**config.mk**
```make
export PLATFORM = sky130hd
export DESIGN_NAME = register_file_rst_flat
export DESIGN_NICKNAME = d
export VERILOG_FILES = /design/src/rtl/register_file_rst_if.sv /design/src/rtl/register_file_rst.sv /design/src/flat_wrapper.sv
export SDC_FILE = /design/constraint.sdc
export NUM_CORES = 1
export LEC_CHECK = 0
export BUFFER_PORTS_ARGS = -buffer_cell sky130_fd_sc_hd__buf_4
export CAP_MARGIN = 10
export CORE_UTILIZATION = 38
export CTS_CLUSTER_DIAMETER = 120
export DETAILED_ROUTE_END_ITERATION = 16
export SYNTH_ARGS = -nofsm -noshare
export SYNTH_HDL_FRONTEND = slang
export SYNTH_SLANG_ARGS = --single-unit
```
**constraint.sdc**
```tcl
create_clock -name clk -period 4.6 [get_ports clk]
set_input_delay 1.15 -clock clk [delete_from_list [all_inputs] [get_ports clk]]
set_output_delay 1.15 -clock clk [all_outputs]
set_load 0.02 [all_outputs]
```
**src/rtl/register_file_rst_if.sv**
```systemverilog
// Bus bundle for register_file_rst: one write port, two read ports and the
// registered result flags. The master drives requests and the slave (the
// register bank) returns read data and flags.
interface register_file_rst_if #(
   parameter int WIDTH = 8,
   parameter int AW    = 3
);
   logic             wr_en;
   logic [1:0]       wr_op;
   logic [AW-1:0]    wr_addr;
   logic [WIDTH-1:0] wr_data;
   logic             rd_en_a;
   logic [AW-1:0]    rd_addr_a;
   logic [WIDTH-1:0] rd_data_a;
   logic             rd_en_b;
   logic [AW-1:0]    rd_addr_b;
   logic [WIDTH-1:0] rd_data_b;
   logic             flag_zero;
   logic             flag_carry;

   modport master (
      output wr_en, wr_op, wr_addr, wr_data,
      output rd_en_a, rd_addr_a, rd_en_b, rd_addr_b,
      input  rd_data_a, rd_data_b, flag_zero, flag_carry
   );

   modport slave (
      input  wr_en, wr_op, wr_addr, wr_data,
      input  rd_en_a, rd_addr_a, rd_en_b, rd_addr_b,
      output rd_data_a, rd_data_b, flag_zero, flag_carry
   );
endinterface

```
**src/rtl/register_file_rst.sv**
```systemverilog
// General-purpose register bank: NREGS x WIDTH registers, one write port
// running LOAD/INC/DEC/CLR with registered zero/carry flags, and two
// independent combinational read ports that return 0 when disabled.
// Asynchronous active-high reset clears every register and both flags.
module register_file_rst #(
   parameter int WIDTH    = 8,
   parameter int NREGS    = 8,
   parameter int ZERO_REG = 0
) (
   input logic                clk,
   input logic                reset,
   register_file_rst_if.slave bus
);
   localparam int AW = (NREGS > 1) ? $clog2(NREGS) : 1;
   // With a hard-wired zero register, entry 0 is never written or read back.
   localparam int unsigned FIRST = (ZERO_REG != 0) ? 1 : 0;

   typedef enum logic [1:0] {
      OP_LOAD = 2'b00,
      OP_INC  = 2'b01,
      OP_DEC  = 2'b10,
      OP_CLR  = 2'b11
   } op_t;

   logic [WIDTH-1:0] regs [NREGS];
   logic [WIDTH-1:0] old_val;
   logic [WIDTH-1:0] result;
   logic             carry;
   logic             wr_valid;
   logic             flag_zero_q;
   logic             flag_carry_q;
   logic [WIDTH-1:0] rd_a;
   logic [WIDTH-1:0] rd_b;

   // Decode write target: only writable addresses match, so out-of-range or
   // hard-wired-zero targets leave wr_valid low and the write is dropped.
   always_comb begin
      old_val  = '0;
      wr_valid = 1'b0;
      for (int unsigned i = FIRST; i < NREGS; i++) begin
         if (bus.wr_addr == AW'(i)) begin
            old_val  = regs[i];
            wr_valid = bus.wr_en;
         end
      end
   end

   // Compute the write result and its carry/borrow from the current value.
   always_comb begin
      result = '0;
      carry  = 1'b0;
      case (op_t'(bus.wr_op))
         OP_LOAD: result = bus.wr_data;
         OP_INC: begin
            result = old_val + WIDTH'(1);
            carry  = (old_val == '1);
         end
         OP_DEC: begin
            result = old_val - WIDTH'(1);
            carry  = (old_val == '0);
         end
         default: result = '0;
      endcase
   end

   // Register bank and flags; flags only change on an accepted write.
   always_ff @(posedge clk or posedge reset) begin
      if (reset) begin
         for (int unsigned i = 0; i < NREGS; i++) regs[i] <= '0;
         flag_zero_q  <= 1'b0;
         flag_carry_q <= 1'b0;
      end else if (wr_valid) begin
         for (int unsigned i = FIRST; i < NREGS; i++) begin
            if (bus.wr_addr == AW'(i)) regs[i] <= result;
         end
         flag_zero_q  <= (result == '0);
         flag_carry_q <= carry;
      end
   end

   // Combinational read ports without write bypass; unmatched addresses read 0.
   always_comb begin
      rd_a = '0;
      rd_b = '0;
      for (int unsigned i = FIRST; i < NREGS; i++) begin
         if (bus.rd_en_a && bus.rd_addr_a == AW'(i)) rd_a = regs[i];
         if (bus.rd_en_b && bus.rd_addr_b == AW'(i)) rd_b = regs[i];
      end
   end

   assign bus.rd_data_a  = rd_a;
   assign bus.rd_data_b  = rd_b;
   assign bus.flag_zero  = flag_zero_q;
   assign bus.flag_carry = flag_carry_q;
endmodule

```
**src/flat_wrapper.sv**
```systemverilog
// flat-port wrapper written by rule: the top's interface ports become plain ports
module register_file_rst_flat 
#(
   parameter int WIDTH    = 8,
   parameter int NREGS    = 8,
   parameter int ZERO_REG = 0
)
  (clk, reset, bus_wr_en, bus_wr_op, bus_wr_addr, bus_wr_data, bus_rd_en_a, bus_rd_addr_a, bus_rd_en_b, bus_rd_addr_b, bus_rd_data_a, bus_rd_data_b, bus_flag_zero, bus_flag_carry);
  register_file_rst_if #(.WIDTH(WIDTH), .AW(3)) bus_i ();
  input logic clk;
  input logic reset;
  input wire logic [$bits(bus_i.wr_en)-1:0] bus_wr_en;
  input wire logic [$bits(bus_i.wr_op)-1:0] bus_wr_op;
  input wire logic [$bits(bus_i.wr_addr)-1:0] bus_wr_addr;
  input wire logic [$bits(bus_i.wr_data)-1:0] bus_wr_data;
  input wire logic [$bits(bus_i.rd_en_a)-1:0] bus_rd_en_a;
  input wire logic [$bits(bus_i.rd_addr_a)-1:0] bus_rd_addr_a;
  input wire logic [$bits(bus_i.rd_en_b)-1:0] bus_rd_en_b;
  input wire logic [$bits(bus_i.rd_addr_b)-1:0] bus_rd_addr_b;
  output wire logic [$bits(bus_i.rd_data_a)-1:0] bus_rd_data_a;
  output wire logic [$bits(bus_i.rd_data_b)-1:0] bus_rd_data_b;
  output wire logic [$bits(bus_i.flag_zero)-1:0] bus_flag_zero;
  output wire logic [$bits(bus_i.flag_carry)-1:0] bus_flag_carry;
  assign bus_i.wr_en = bus_wr_en;
  assign bus_i.wr_op = bus_wr_op;
  assign bus_i.wr_addr = bus_wr_addr;
  assign bus_i.wr_data = bus_wr_data;
  assign bus_i.rd_en_a = bus_rd_en_a;
  assign bus_i.rd_addr_a = bus_rd_addr_a;
  assign bus_i.rd_en_b = bus_rd_en_b;
  assign bus_i.rd_addr_b = bus_rd_addr_b;
  assign bus_rd_data_a = bus_i.rd_data_a;
  assign bus_rd_data_b = bus_i.rd_data_b;
  assign bus_flag_zero = bus_i.flag_zero;
  assign bus_flag_carry = bus_i.flag_carry;
  register_file_rst #(.WIDTH(WIDTH), .NREGS(NREGS), .ZERO_REG(ZERO_REG)) u_core (.clk(clk), .reset(reset), .bus(bus_i));
endmodule
```
==> results of run 1 <==
==> cell families after synthesis <==
family          Yosys count
mux                      46
xor+xnor                  5
simple gates            199
buf+inv                  48
compound gates          188
flops                    66
fa+ha+maj                12
==> worst paths after layout <==
path                                        end  slack, ps             start
hold / removal                  u_core.regs[13]        540   u_core.regs[13]
setup / recovery               bus_rd_data_b[5]        640  bus_rd_addr_b[0]
setup reg to reg           u_core.bus.flag_zero       1480   u_core.regs[24]
min in group asynchronous       u_core.regs[57]        940             reset
hold reg to reg                 u_core.regs[13]        540   u_core.regs[13]
max in group asynchronous       u_core.regs[55]       2760             reset
==> power by group <==
group          internal [W]  switching (W)
Clock              0.000478       0.000272
Combinational      0.000270       0.000358
Sequential         0.000711       0.000186
==> registers in the layout, indices dropped and copies added, names as in the netlist <==
| name | flops |
|---|---|
| u_core.bus.flag_carry | 1 |
| u_core.bus.flag_zero | 1 |
| u_core.regs | 64 |
==> layout make-up <==
type,instances,area (µm²)
clock inverter,7,101
sequential,66,1650
multi-input combinational,450,2870
inverter,11,41.3
clock buffer,9,225
tap,168,210
timing repair buffer,52,390
fill,1202,6570
==> through the flow <==
stage / setup slack (ps) / instances / area [µm²]
floorplan: 646 / 564 / 4730
global placement: 404 / 747 / 5160
detailed placement: 391 / 747 / 5160
CTS: 690 / 763 / 5490
global route: 492 / 763 / 5490
finish: 643 / 763 / 5490
==> synth_stat cells, drive strengths merged, types with 5 or more instances <==
library cell / number
a211oi: 13
nand4: 7
clkbuf: 28
ha: 11
nand2b: 11
o21ai: 70
nor2: 38
nor2b: 13
mux2: 12
a21oi: 22
nand3: 10
a22oi: 23
buf: 9
a31oi: 6
o31ai: 9
dfrtp: 66
nor3: 5
nand2: 96
o22ai: 6
mux2i: 32
inv: 10
==> layer usage <==
metal | up-vias | global-route usage (%) | wire (µm)
li1 | 2126 | - | -
met1 | 2138 | 37.1 | 7280
met2 | 190 | 39.2 | 6880
met3 | 39 | 5.90 | 1290
met4 | 0 | 9.47 | 444
met5 | - | 0 | 0
==> worst min-delay path, cell delays in order (launching register included) <==
cell and delay, ps:
dfrtp_1 380, nand2_1 60, o21ai_0 70
==> metrics, run 1 <==
status=finished clean; n_diodes=0; Max Clk Rate=253 MHz; RD Place Congestion=0.965; XOR/XNOR share of the synthesized area=0.926%; largest area contributor in the synthesized netlist=dfrtp_1; final setup vio count=0; max incr delay on CP=440 ps; Die X=114 µm; Post-Synthesis Cells=564; maxcap violations=0; CTS hold repair buffers=0; DPL Wire Length=11600 µm; # port buffers=41; Core Footprint=12100 µm²; row cnt=40; Adder-Cell Fraction of Synth Area=3.33%; final wirelength=15900 µm; synthesized area=4730 µm²; main combinational cell family by area after synthesis=compound AO/OA/AOI/OAI gates; number of cells on the critical path=8; top post-synthesis cells by area=dfrtp_1 (35%), nand2_1 (7.5%), o21ai_0 (7.3%); post-CTS sizing=0; Compound-Gate Fraction of Synth Area=26.3%; Post-CTS Setup Inserts=0; crit path cell chain=buf_4, nand2_1, nor2_1, a22oi_1, o21ai_0, a211oi_1, o21ai_0, buf_4; post-route ant nets=0; distinct cell type count after synthesis=58; vias in the first global route=4324; total power=0.00227 W; nets=626; mux cell area share after synthesis=10.7%; H-tree depth=3; Max Slew Vio Count=0; kind of cell adding the most delay to the critical path=compound AO/OA/AOI/OAI gates; setup TNS=0 ps; Via density=5.89; Crit Path Category=primary input to output pin; final hold slack=545 ps; DR iter-0 viols=501; crit-path max FO=11; via count=4493; clock root buffer=clkbuf_16; Max clock buf depth=2; crit path launch type=primary input; register area share after synthesis=34.9%; share of cells above drive strength 1=16.1%; Worst path slowest cell=nor2_1; asr flop ratio synth=100%; worst hold path depth=2; Syn-to-layout area delta=16.0%; WP data arrival=2810 ps; Power Density=414 nW/µm²; EDFF count, synth=0; worst-skew pair later-pin latency=340 ps; syn_nets=600; full die area=12900 µm²; largest net degree at the start of global routing=37; area share of the largest cell type after synthesis=34.9%; Initial Util=39.2%; Yosys warnings=0; Worst-Margin Slew=982 ps; Most used DFF post-synth=dfrtp_1; first-pass GRT wire length=25300 µm; CTS tree=built; nature of the critical path endpoint=output pin; Worst Clk Skew=8.37 ps; Pre-Repair DR Iteration Count=5; Static Leak=2.39 nW; WL/cell=20.8 µm; grt total ovfl=0; Tcrit/Tclk final=86.0%; initial antenna violation count=0; Die H=114 µm; simple-gate area share of the yosys netlist=19.4%; clk slew on worst S/H paths=50 ps; final core utilization=45.5%; Final Hold Viols=0; syn avg cell area=8.39 µm²; Slew HR=34.4%; TritonCTS Buffers=9; CP Buf/Inv Count=2; most frequent cells in the layout=nand2_1 (95), o21ai_0 (69), dfrtp_1 (66); # clock sinks=66; worst min path class=flop to flop; Residual DRC=0; CP required=3450 ps; RSZ-0062 raised after global routing=no; Final min period=3960 ps; R2R depth=11; total track usage=26.2%; commonest non-fill, non-tap cell in the layout=nand2_1; IO Count=42; Max VDD drop=277 µV; Yosys reg bits=66
Note: power is estimated with default switching activity, not from simulation.
==> run 2, diff against run 1 <==
- ABC_AREA: default -> 1
==> run 2 against run 1 <==
  * Flip-flop and latch count did not move
  * Fmax fell by 0.33%
  * Clock skew fell by 2.8 ps
  * Non-clock buffer count fell by 2
  * Sequential power fell by 7.1%
  * Worst hold slack got worse by 64 ps
  * Sequential share of layout area rose by 1.3 points
  * Core utilization rose by 0.74 points
  * Final cell count rose by 11%
  * Combinational power fell by 10%
  * Count of clock-buffer cells in the layout rose by 4
  * Critical endpoint is now bus_rd_data_a[0]
==> metrics, run 2 <==
Via density=5.59; post-route ant nets=0; commonest non-fill, non-tap cell in the layout=nand2_1; clock root buffer=clkbuf_16; cell mode on critical path=buf_4; crit-path max FO=8; FF-to-FF Start=u_core.regs[50]; vias in the first global route=4305; final wirelength=15500 µm; Final WS setup=629 ps; Post-CTS Setup Inserts=0; largest area contributor in the synthesized netlist=dfrtp_1; RD Place Congestion=0.881; Slew HR=42.5%; Final min period=3970 ps; via count=4718; synth cell count leaders=nand2_1 (198), inv_1 (89), dfrtp_1 (66); Residual DRC=0; area share of the largest cell type after synthesis=37.4%; most frequent cells in the layout=nand2_1 (198), inv_1 (88), dfrtp_1 (66); WL/cell=18.4 µm; Syn-to-layout area delta=18.9%; main combinational cell family by area after synthesis=simple AND/OR/NAND/NOR gates; final core utilization=46.2%; n_diodes=0; register area share after synthesis=37.4%; Most used DFF post-synth=dfrtp_1; nature of the critical path endpoint=output pin; TritonCTS Buffers=9; most frequent cell after synthesis=nand2_1; Initial Util=38.9%; Worst-Margin Slew=860 ps; worst min path class=flop to flop; Max clock buf depth=2; Pre-Repair DR Iteration Count=6; Static Leak=2.47 nW; initial antenna violation count=0; final setup vio count=0; Core Footprint=11400 µm²; asr flop ratio synth=100%; setup TNS=0 ps; DR iter-0 viols=601; Compound-Gate Fraction of Synth Area=21.3%; Die X=110 µm; Worst Clk Skew=5.61 ps; row cnt=39; mux cell area share after synthesis=0%; distinct cell type count after synthesis=35; status=finished clean; grt peak-use layer=met1; Worst R2R Setup Slack=1630 ps; top post-synthesis cells by area=dfrtp_1 (37%), nand2_1 (17%), inv_1 (7.6%); syn avg cell area=6.89 µm²; H-tree depth=3; r2r endpoint=u_core.regs[45]; met2 track demand over resource=39.2%; RSZ-0062 raised after global routing=no; post-CTS sizing=0; # clock sinks=66; filler cell count=1149; Final Hold Viols=0; met1 GRT Util=40.2%; DP Worst Slack=454 ps; Worst path slowest cell=nor2_1; DPL Wire Length=11900 µm; total power=0.00211 W; crit path launch type=primary input; # port buffers=41; synthesized area=4420 µm²; syn_nets=678; share of cells above drive strength 1=12.3%; clk slew on worst S/H paths=60 ps; Crit Path Category=primary input to output pin; Power Density=402 nW/µm²; grt total ovfl=0; Setup crit end=bus_rd_data_a[0]; crit path launch=bus_rd_addr_a[2]; Max Clk Rate=252 MHz; maxcap violations=0; Post-Synthesis Cells=642; IO Count=42; Die H=110 µm; first-pass GRT wire length=24000 µm; worst hold path depth=2; worst-skew pair later-pin latency=350 ps; Max VDD drop=340 µV; nets=733; CTS tree=built; met3 Track Usage GR=7.23%; total track usage=27.7%; full die area=12100 µm²; Yosys warnings=0; largest reg by FF count=u_core.regs; EDFF count, synth=0; CTS hold repair buffers=0; Yosys reg bits=66; CP required=3450 ps; max FFs per register=64; final hold slack=481 ps; largest net degree at the start of global routing=45; crit path cell chain=buf_4, nor2_1, inv_1, nor2_1, a2111oi_0, buf_4, o2111ai_1, buf_4; XOR/XNOR share of the synthesized area=0%; WP data arrival=2820 ps; R2R depth=16; Adder-Cell Fraction of Synth Area=3.57%; simple-gate area share of the yosys netlist=28.8%; max incr delay on CP=580 ps; Max Slew Vio Count=0; Tcrit/Tclk final=86.3%
[run 2: cell types whose count changed in the layout (fill, tap and decap cells not counted), moves of 14 or more]
cell	before	now
a22oi_1	21	0
inv_1	9	88
mux2i_1	32	0
nand2_1	95	198
nor2_1	38	52
o21ai_1	1	18
[run 2: area by class of cell]
type | instances | area, µm² | area share (%)
multi-input cells | 471 | 2370 | 45.1
flip-flops and latches | 66 | 1650 | 31.4
repair buffers | 50 | 375 | 7.14
inverters | 99 | 374 | 7.12
clock buffers | 13 | 270 | 5.14
well taps | 143 | 179 | 3.40
clock inverters | 2 | 35.0 | 0.666
[run 2: how the worst min path moves through the flow]
stage / to / startpoint
final: u_core.bus.flag_carry / u_core.bus.flag_carry
after global placement: u_core.bus.flag_carry / u_core.bus.flag_carry
after CTS: u_core.bus.flag_carry / u_core.bus.flag_carry
after detailed placement: u_core.bus.flag_carry / u_core.bus.flag_carry
after floorplan: u_core.regs[50] / u_core.regs[50]
after global routing: u_core.regs[1] / u_core.regs[1]
[run 2: power by group]
part	internal (W)	switching, W
Combinational	0.000192	0.000372
Sequential	0.000707	0.000124
Clock	0.000460	0.000258
Total	0.00136	0.000755
[run 2: per-layer routing]
layer  vias up  routed length, µm
met5         -                  0
met4         0                327
met3        27               1500
met2       253               6530
met1      2178               7180
li1       2260                  -
[run 2: cell families after synthesis]
family,after synthesis
buffers and inverters,105
AO/OA/AOI/OAI,157
flip-flops,66
AND/OR/NAND/NOR,302
adder cells (fa/ha/maj),12
[run 2: stage by stage]
step           std cells  cell area (µm²)
2_1_floorplan        642             4420
3_3_place_gp         829             4950
3_5_place_dp         829             4950
4_1_cts              844             5260
5_1_grt              844             5260
6_report             844             5260
[run 2: critical path: cells and delay by family]
| kind | cells | cell delay, ps |
|---|---|---|
| and+or+nand+nor | 2 | 750 |
| buffers and inverters | 4 | 580 |
| AOI/OAI and AO/OA | 2 | 340 |
